$ cat src/rtl/uart_pkg.sv
// uart_pkg: shared state encoding and frame constants for the UART transmit path
package uart_pkg;
  typedef enum logic [1:0] {IDLE, START, DATA, STOP} tx_state_t;
  localparam int DATA_BITS = 8;
endpackage

$ cat src/rtl/byte_fifo.sv
// byte_fifo: power-of-two circular byte buffer; push is ignored when full, pop when empty
module byte_fifo
  import uart_pkg::*;
#(
  parameter int DEPTH = 16
) (
  input  logic                   clk,
  input  logic                   rstn,
  input  logic                   push,
  input  logic [DATA_BITS-1:0]   din,
  input  logic                   pop,
  output logic [DATA_BITS-1:0]   dout,
  output logic [$clog2(DEPTH):0] count,
  output logic                   full,
  output logic                   empty
);
  localparam int AW = $clog2(DEPTH);
  logic [DATA_BITS-1:0] mem_q [DEPTH];
  logic [AW-1:0] wr_q, rd_q;
  logic [AW:0] count_q;
  logic do_push, do_pop;
  assign full    = count_q == (AW+1)'(DEPTH);
  assign empty   = count_q == '0;
  assign do_push = push && !full;
  assign do_pop  = pop && !empty;
  assign dout    = mem_q[rd_q];
  assign count   = count_q;
  always_ff @(posedge clk or negedge rstn)
    if (!rstn) begin
      wr_q    <= '0;
      rd_q    <= '0;
      count_q <= '0;
    end else begin
      wr_q    <= wr_q + AW'(do_push);
      rd_q    <= rd_q + AW'(do_pop);
      count_q <= count_q + (AW+1)'(do_push) - (AW+1)'(do_pop);
    end
  // storage needs no reset: pointers alone define which entries are live
  always_ff @(posedge clk)
    if (do_push) mem_q[wr_q] <= din;
endmodule

$ cat src/rtl/uart_tx_fifo.sv
// uart_tx_fifo: buffered 8N1 UART transmitter fed by a valid/ready byte interface
module uart_tx_fifo
  import uart_pkg::*;
#(
  parameter int CLK_PER_BIT = 868,
  parameter int DEPTH       = 16
) (
  input  logic                   clk,
  input  logic                   rstn,
  input  logic                   tx_valid,
  input  logic [DATA_BITS-1:0]   txdata,
  output logic                   tx_ready,
  output logic                   txd,
  output logic                   busy,
  output logic [$clog2(DEPTH):0] count
);
  localparam int BW = $clog2(CLK_PER_BIT);
  localparam int IW = $clog2(DATA_BITS);
  localparam logic [BW-1:0] BAUD_MAX = BW'(CLK_PER_BIT - 1);
  localparam logic [IW-1:0] LAST_BIT = IW'(DATA_BITS - 1);
  tx_state_t state_q, state_d;
  logic [BW-1:0] baud_q, baud_d;
  logic [IW-1:0] bit_q, bit_d;
  logic [DATA_BITS-1:0] shreg_q, shreg_d, fifo_dout;
  logic txd_q, txd_d, term, load, fifo_full, fifo_empty;
  byte_fifo #(.DEPTH(DEPTH)) u_fifo (
    .clk   (clk),
    .rstn  (rstn),
    .push  (tx_valid),
    .din   (txdata),
    .pop   (load),
    .dout  (fifo_dout),
    .count (count),
    .full  (fifo_full),
    .empty (fifo_empty)
  );
  assign term = baud_q == BAUD_MAX;
  // a frame is loaded from IDLE or straight out of a finishing stop bit, so frames chain with no gap
  assign load = !fifo_empty && (state_q == IDLE || (state_q == STOP && term));
  always_ff @(posedge clk or negedge rstn)
    if (!rstn) state_q <= IDLE;
    else state_q <= state_d;
  always_comb begin
    state_d = state_q;
    case (state_q)
      IDLE:    if (!fifo_empty) state_d = START;
      START:   if (term) state_d = DATA;
      DATA:    if (term && bit_q == LAST_BIT) state_d = STOP;
      STOP:    if (term) state_d = fifo_empty ? IDLE : START;
      default: state_d = IDLE;
    endcase
  end
  always_comb begin
    baud_d  = (state_q == IDLE || term) ? '0 : baud_q + BW'(1);
    shreg_d = load ? fifo_dout : (state_q == DATA && term) ? shreg_q >> 1 : shreg_q;
    bit_d   = (state_q == START) ? '0 : (state_q == DATA && term) ? bit_q + IW'(1) : bit_q;
    txd_d   = load ? 1'b0
            : (state_q == START && term) ? shreg_q[0]
            : (state_q == DATA && term) ? ((bit_q == LAST_BIT) ? 1'b1 : shreg_q[1])
            : txd_q;
  end
  always_ff @(posedge clk or negedge rstn)
    if (!rstn) begin
      baud_q  <= '0;
      bit_q   <= '0;
      shreg_q <= '0;
      txd_q   <= 1'b1;
    end else begin
      baud_q  <= baud_d;
      bit_q   <= bit_d;
      shreg_q <= shreg_d;
      txd_q   <= txd_d;
    end
  always_comb begin
    tx_ready = !fifo_full;
    busy     = (state_q != IDLE) || !fifo_empty;
    txd      = txd_q;
  end
endmodule

$ cat config.mk
export PLATFORM = sky130hd
export DESIGN_NAME = uart_tx_fifo
export DESIGN_NICKNAME = d
export VERILOG_FILES = /design/src/rtl/uart_pkg.sv /design/src/rtl/byte_fifo.sv /design/src/rtl/uart_tx_fifo.sv
export SDC_FILE = /design/constraint.sdc
export NUM_CORES = 1
export LEC_CHECK = 0
export CORE_ASPECT_RATIO = 0.5
export CORE_MARGIN = 1.5
export CORE_UTILIZATION = 39
export DETAILED_ROUTE_END_ITERATION = 10
export DONT_BUFFER_PORTS = 1
export GPL_ROUTABILITY_DRIVEN = 0
export PLACE_DENSITY = 0.63
export SYNTH_ARGS = -nofsm -noshare
export SYNTH_HDL_FRONTEND = slang
export SYNTH_SLANG_ARGS = --single-unit
$ cat constraint.sdc
create_clock -name clk -period 7.4 [get_ports clk]
set_input_delay 1.48 -clock clk [delete_from_list [all_inputs] [get_ports clk]]
set_output_delay 1.48 -clock clk [all_outputs]
set_load 0.05 [all_outputs]
# [Yosys cells after proc, flatten, opt, wreduce, memory -nomap -nowiden]
# Memories as Yosys holds them, arrays and structs flattened.
# Cells that the tools add are included.
[op_classes] n_addsub=6 eq_ne=10 mux=17 n_reduce_logical=19
[ops] operator="$mux W8" count=2
[ops] operator="$add A10 B1 Y10 const B" count=1
[ops] operator="$eq A10 B10 Y1 const B" count=1
[ops] operator="$mux W10" count=1
[ops] operator="$add A4 B1 Y4" count=2
[ops] operator="$mux W2" count=4
[ops] operator="$ne A2 B2 Y1 const B" count=4
[ops] operator="$pmux W2 S4" count=1
[ops] operator="$logic_and A1 B1 Y1" count=7
[ops] operator="$mux W1" count=7
[ops] operator="$mux W3" count=2
[ops] operator="$reduce_bool A2 Y1" count=3
[ops] operator="$add A5 B1 Y5" count=1
[ops] operator="$eq A5 B5 Y1 const B" count=1
[ops] operator="$logic_not A5 Y1" count=1
[ops] operator="$sub A5 B1 Y5" count=1
[ops] operator="$eq A2 B2 Y1 const B" count=2
[ops] operator="$reduce_and A4 Y1" count=1
[ops] operator="$add A3 B1 Y3 const B" count=1
[ops] operator="$eq A3 B3 Y1 const B" count=1
[ops] operator="$logic_or A1 B1 Y1" count=3
[ops] operator="$reduce_bool A3 Y1" count=1
[ops] operator="$eq A2 B1 Y1 const B" count=1
[ops] operator="$logic_not A1 Y1" count=2
[ops] operator="$logic_not A2 Y1" count=1
[word_totals] ff_bits=37 ram_bits=128 inputBits=11 elab_cells=61 memories=1
[memory_table] name="u_fifo.mem_q" words=16 word_bits=8 read_ports=1 rd_ports_with_merged_regs=0 wr=1 line_no="byte_fifo.sv:18" text="logic [DATA_BITS-1:0] mem_q [DEPTH];"

# [Longest topological paths before layout]
[logic_depth] ltp_word=6 depth_mapped=15 ltp_nobuf=14

# [By module]
# Synthesis repeated with hierarchy kept, for this count alone.
[hier_totals] hier_cells=435 area_unflattened_um2=7041.8
[modules_own_cells] module="byte_fifo" instances=1 cells_each=309 area_each_um2=5730.5
[modules_own_cells] module="uart_tx_fifo" instances=1 cells_each=126 area_each_um2=1311.3

# [Worst setup path before layout]
# OpenSTA, ideal clock, no wires.
[synth_timing] kind="register to register" start="register u_fifo.count_q[2] (netlist: u_fifo.count[2])" end="memory u_fifo.mem_q[0][0] (enable)" setup_ps=383 t_arrival_ps=2810 required_ps=7017 setup_slack_ps=4207 path_stages_with_launch=8 path_buffers=1 synth_period_minus_slack_ps=3193 path_cell_list="dfrtp_1 -> inv_1 -> ha_1 -> nand4bb_1 -> and2_1 -> clkbuf_1 -> or3b_1 -> nor3_1"
[synth_via] elab_chain_cells=5
[synth_lines] item="start, declared" line_no="byte_fifo.sv:20" text="logic [AW:0] count_q;"
[synth_lines] item="start signal, assigned" line_no="byte_fifo.sv:36" text="count_q <= count_q + (AW+1)'(do_push) - (AW+1)'(do_pop);"
[synth_lines] item="$eq A5 B5 Y1" line_no="byte_fifo.sv:22" text="assign full = count_q == (AW+1)'(DEPTH);"
[synth_lines] item="$logic_not A1 Y1"
[synth_lines] item="via tx_ready" line_no="uart_tx_fifo.sv:12" text="output logic tx_ready,"
[synth_lines] item="$logic_and A1 B1 Y1" line_no="byte_fifo.sv:24" text="assign do_push = push && !full;"
[synth_lines] item="$mux W1" line_no="byte_fifo.sv:40" text="if (do_push) mem_q[wr_q] <= din;"
[synth_lines] item="$mux W1 (not written as such)" line_no="byte_fifo.sv:40"
[synth_lines] item="end, declared" line_no="byte_fifo.sv:18"
# The timed path passes the listed nets, and every way through them passes these cells.

# [Final worst setup path]
[layout_timing] start="register u_fifo.count_q[3] (netlist: u_fifo.count[3])" end="output port busy"
[layout_via] elab_chain_cells=3
[layout_lines] item="$logic_not A5 Y1" line_no="byte_fifo.sv:23" text="assign empty = count_q == '0;"
[layout_lines] item="$logic_not A1 Y1" line_no="uart_tx_fifo.sv:76" text="busy = (state_q != IDLE) || !fifo_empty;"
[layout_lines] item="$logic_or A1 B1 Y1" line_no="uart_tx_fifo.sv:76"
[layout_lines] item="end, declared" line_no="uart_tx_fifo.sv:14" text="output logic busy,"
# Every way passes these cells.

==> flow_metrics.py <==
metrics = {
    "layout": {
        "finalNetCount": 424,
        "stdcell_count": 634,
        "multi_input_area_sq_mm": 0.00193,
        "drive_gt1_share_pct": 17.4,
        "seq_area_sq_mm": 0.00477,
        "diodes": 0,
        "area_growth_pct": 11.5,
        "fin_util_pct": 45.5,
        "fill_cells": 1463,
    },
    "critical_path": {
        "r2r-start": "u_fifo.count[3]$_DFF_PN0_",
        "end_kind": "output port",
        "cp-start-kind": "flip-flop",
        "path_max_fanout": 5,
        "ff2ff_setup_slack_ns": 3.80,
        "required_ns": 5.92,
        "crit_type": "flip-flop to output port",
        "cp-startpoint": "u_fifo.count[3]$_DFF_PN0_",
        "crit_arrival_ns": 2.34,
    },
    "synth": {
        "yosys-top-cells-count": "edfxtp_1, dfrtp_1, nor2_1",
        "yosys_warnings": 0,
        "synth_most_common_cell": "edfxtp_1",
        "yosysTopAreaCell": "edfxtp_1",
        "syn_avg_cell_area_sq_um": 17.5,
        "async_flop_share_pct": 22.4,
        "synth.area.top_cells": "edfxtp_1, dfrtp_1, mux4_2, ha_1, mux2i_1",
        "ys_seq_area_share_pct": 69.7,
        "syn_inst": 390,
        "synth_ff_type": "edfxtp_1",
        "ys_types": 46,
        "ys_ff_latch": 165,
        "synth_top_area_share_pct": 56.2,
        "syn-cell-area_sq_mm": 0.00684,
        "synth-edff-count": 128,
        "synth.net_count": 420,
    },
    "floorplan": {
        "dieHeight_um": 96.7,
        "num_rows": 33,
        "core_area_sq_mm": 0.0168,
        "dieArea_sq_mm": 0.0184,
        "initial_core_util_pct": 40.8,
        "die_x_um": 190,
        "ios": 19,
    },
    "clock_tree": {
        "cts_resized": 0,
        "cts_tree": "yes",
        "clkTransAtPathRegs_ns": 0.07,
        "htree_num_levels": 4,
        "clkLatencyLatePin_ns": 0.43,
        "cts_buffers": 17,
        "cts_root_buf": "clkbuf_16",
        "clock_path_buffers": 2,
        "post_cts_buffers": 0,
        "cts.hold.buffers_added": 0,
        "clkSinkCount": 165,
    },
    "placement": {
        "dp_hpwl_um": 8050,
        "io_buffers": 0,
        "dp_cells": 602,
        "place_ws_ns": 3.82,
    },
    "job": {
        "cap_violations": 0,
    },
    "power": {
        "power_mw": 2.29,
        "ir_worst_vdd_uv": 146,
        "leakage_nw": 2.76,
        "powerDensity_mw_per_mm2": 301,
    },
    "grt": {
        "grt_use_met1_pct": 21.8,
        "grt_pass1_vias": 3386,
        "grt_usage_pct": 15.0,
        "grt_max_degree": 38,
        "grt_pass1_wl_um": 20000,
        "use_met3_pct": 4.54,
        "gr-total-overflow": 0,
        "antenna_found_initial": 0,
        "busiest_layer": "met1",
        "use_met2_pct": 21.3,
    },
    "timing": {
        "setup-tns-final_ns": 0,
        "setup_viol_count_final": 0,
        "setup_ws_ns": 3.58,
        "fmax_mhz": 261,
        "fin_skew_ns": 0.0180,
        "slew_headroom_pct": 22.7,
        "hold_viol": 0,
        "period_share_pct": 51.7,
        "tightest_slew_ns": 1.15,
        "finalMaxSlewViolations": 0,
        "fin_crit_ns": 3.82,
        "rsz0062_at_grt": "false",
    },
    "route": {
        "vias_per_cell": 5.18,
        "drc": 0,
        "routed_wl_um": 12700,
        "drt_iter0_drc": 251,
        "ant_nets": 0,
        "dr.pass1.iters": 4,
        "via_count": 3283,
        "wl_per_cell_um": 20.1,
    },
    "outcome": {
        "outcome": "finished clean",
    },
    "hold_path": {
        "holdCritStartpoint": "baud_q[0]$_DFF_PN0_",
        "hold_path.class": "flip-flop to flip-flop",
    },
}
kinds of logic after synthesis:
group                      after synthesis  synth area share (%)
AOI/OAI and AO/OA                       31                  3.49
xor gates and xnor gates                17                  2.18
adders and majority gates               19                  3.58
buffers and inverters                   30                  2.12
DFF                                    165                  69.7
muxes                                   48                  12.9
and+or+nand+nor                         80                  6.00
layout by cell type (no fill, tap or decap), types with 9 or more instances in the layout:
master     synthesis  final
clkbuf_16          0     17
xnor2_1            9      9
nor2_1            34     34
edfxtp_1         128    128
mux4_2            32     32
ha_1              18     18
mux2i_1           15     15
dfrtp_1           36     35
a22o_1            14     14
inv_1             11     11
path summary, 6_finish.rpt:
check	endpoint	cells past startpoint
setup reg to reg	u_fifo.mem_q[0][3]$_DFFE_PP_	6
max in group asynchronous	txd$_DFFE_PN1P_	0
hold reg to reg	baud_q[0]$_DFF_PN0_	1
min in group asynchronous	baud_q[5]$_DFF_PN0_	0
setup / recovery	busy	4
hold / removal	baud_q[0]$_DFF_PN0_	1
critical path, cell delays in order (launching register included):
cell and delay, ns:
dfrtp_1 0.59, inv_1 0.18, ha_1 0.17, nor4b_2 0.51, nand2_1 0.47
per-stage QoR:
stage,cell area [sq um],hold WS [ns]
after CTS,7630,0.489
after global routing,7630,0.511
after global placement,7050,0.477
after detailed placement,7050,0.480
final,7630,0.482
after floorplan,6840,0.455
per-layer routing:
layer | wire length (um) | up-vias | share of wire [%]
li1 | - | 1520 | -
met1 | 5840 | 1680 | 46
met2 | 5750 | 75 | 45
met3 | 1000 | 8 | 7.9
met4 | 127 | 0 | 1.0
met5 | 0 | - | 0
sequential cells by signal, summed over array words and instances (netlist names):
signal,count
u_fifo.count,5
txd,1
u_fifo.wr_q,4
shreg_q,8
baud_q,10
u_fifo.mem_q,128
u_fifo.rd_q,4
bit_q,3
state_q,2
where the power goes:
part / leakage, nW / internal [mW] / total (mW) / switching, mW
Clock: 0.281 / 0.450 / 0.864 / 0.413
Sequential: 1.61 / 1.10 / 1.21 / 0.113
Combinational: 0.871 / 0.0906 / 0.216 / 0.126
Total: 2.76 / 1.64 / 2.29 / 0.652
cell type report:
type,instances,area share [%]
Clock buffer,17,5.58
Sequential cell,165,62.6
Clock inverter,15,2.03
Timing Repair Buffer,2,0.197
Multi-Input combinational cell,195,25.3
Inverter,13,0.640
Tap cell,227,3.72
(Power assumes the default switching activity.)
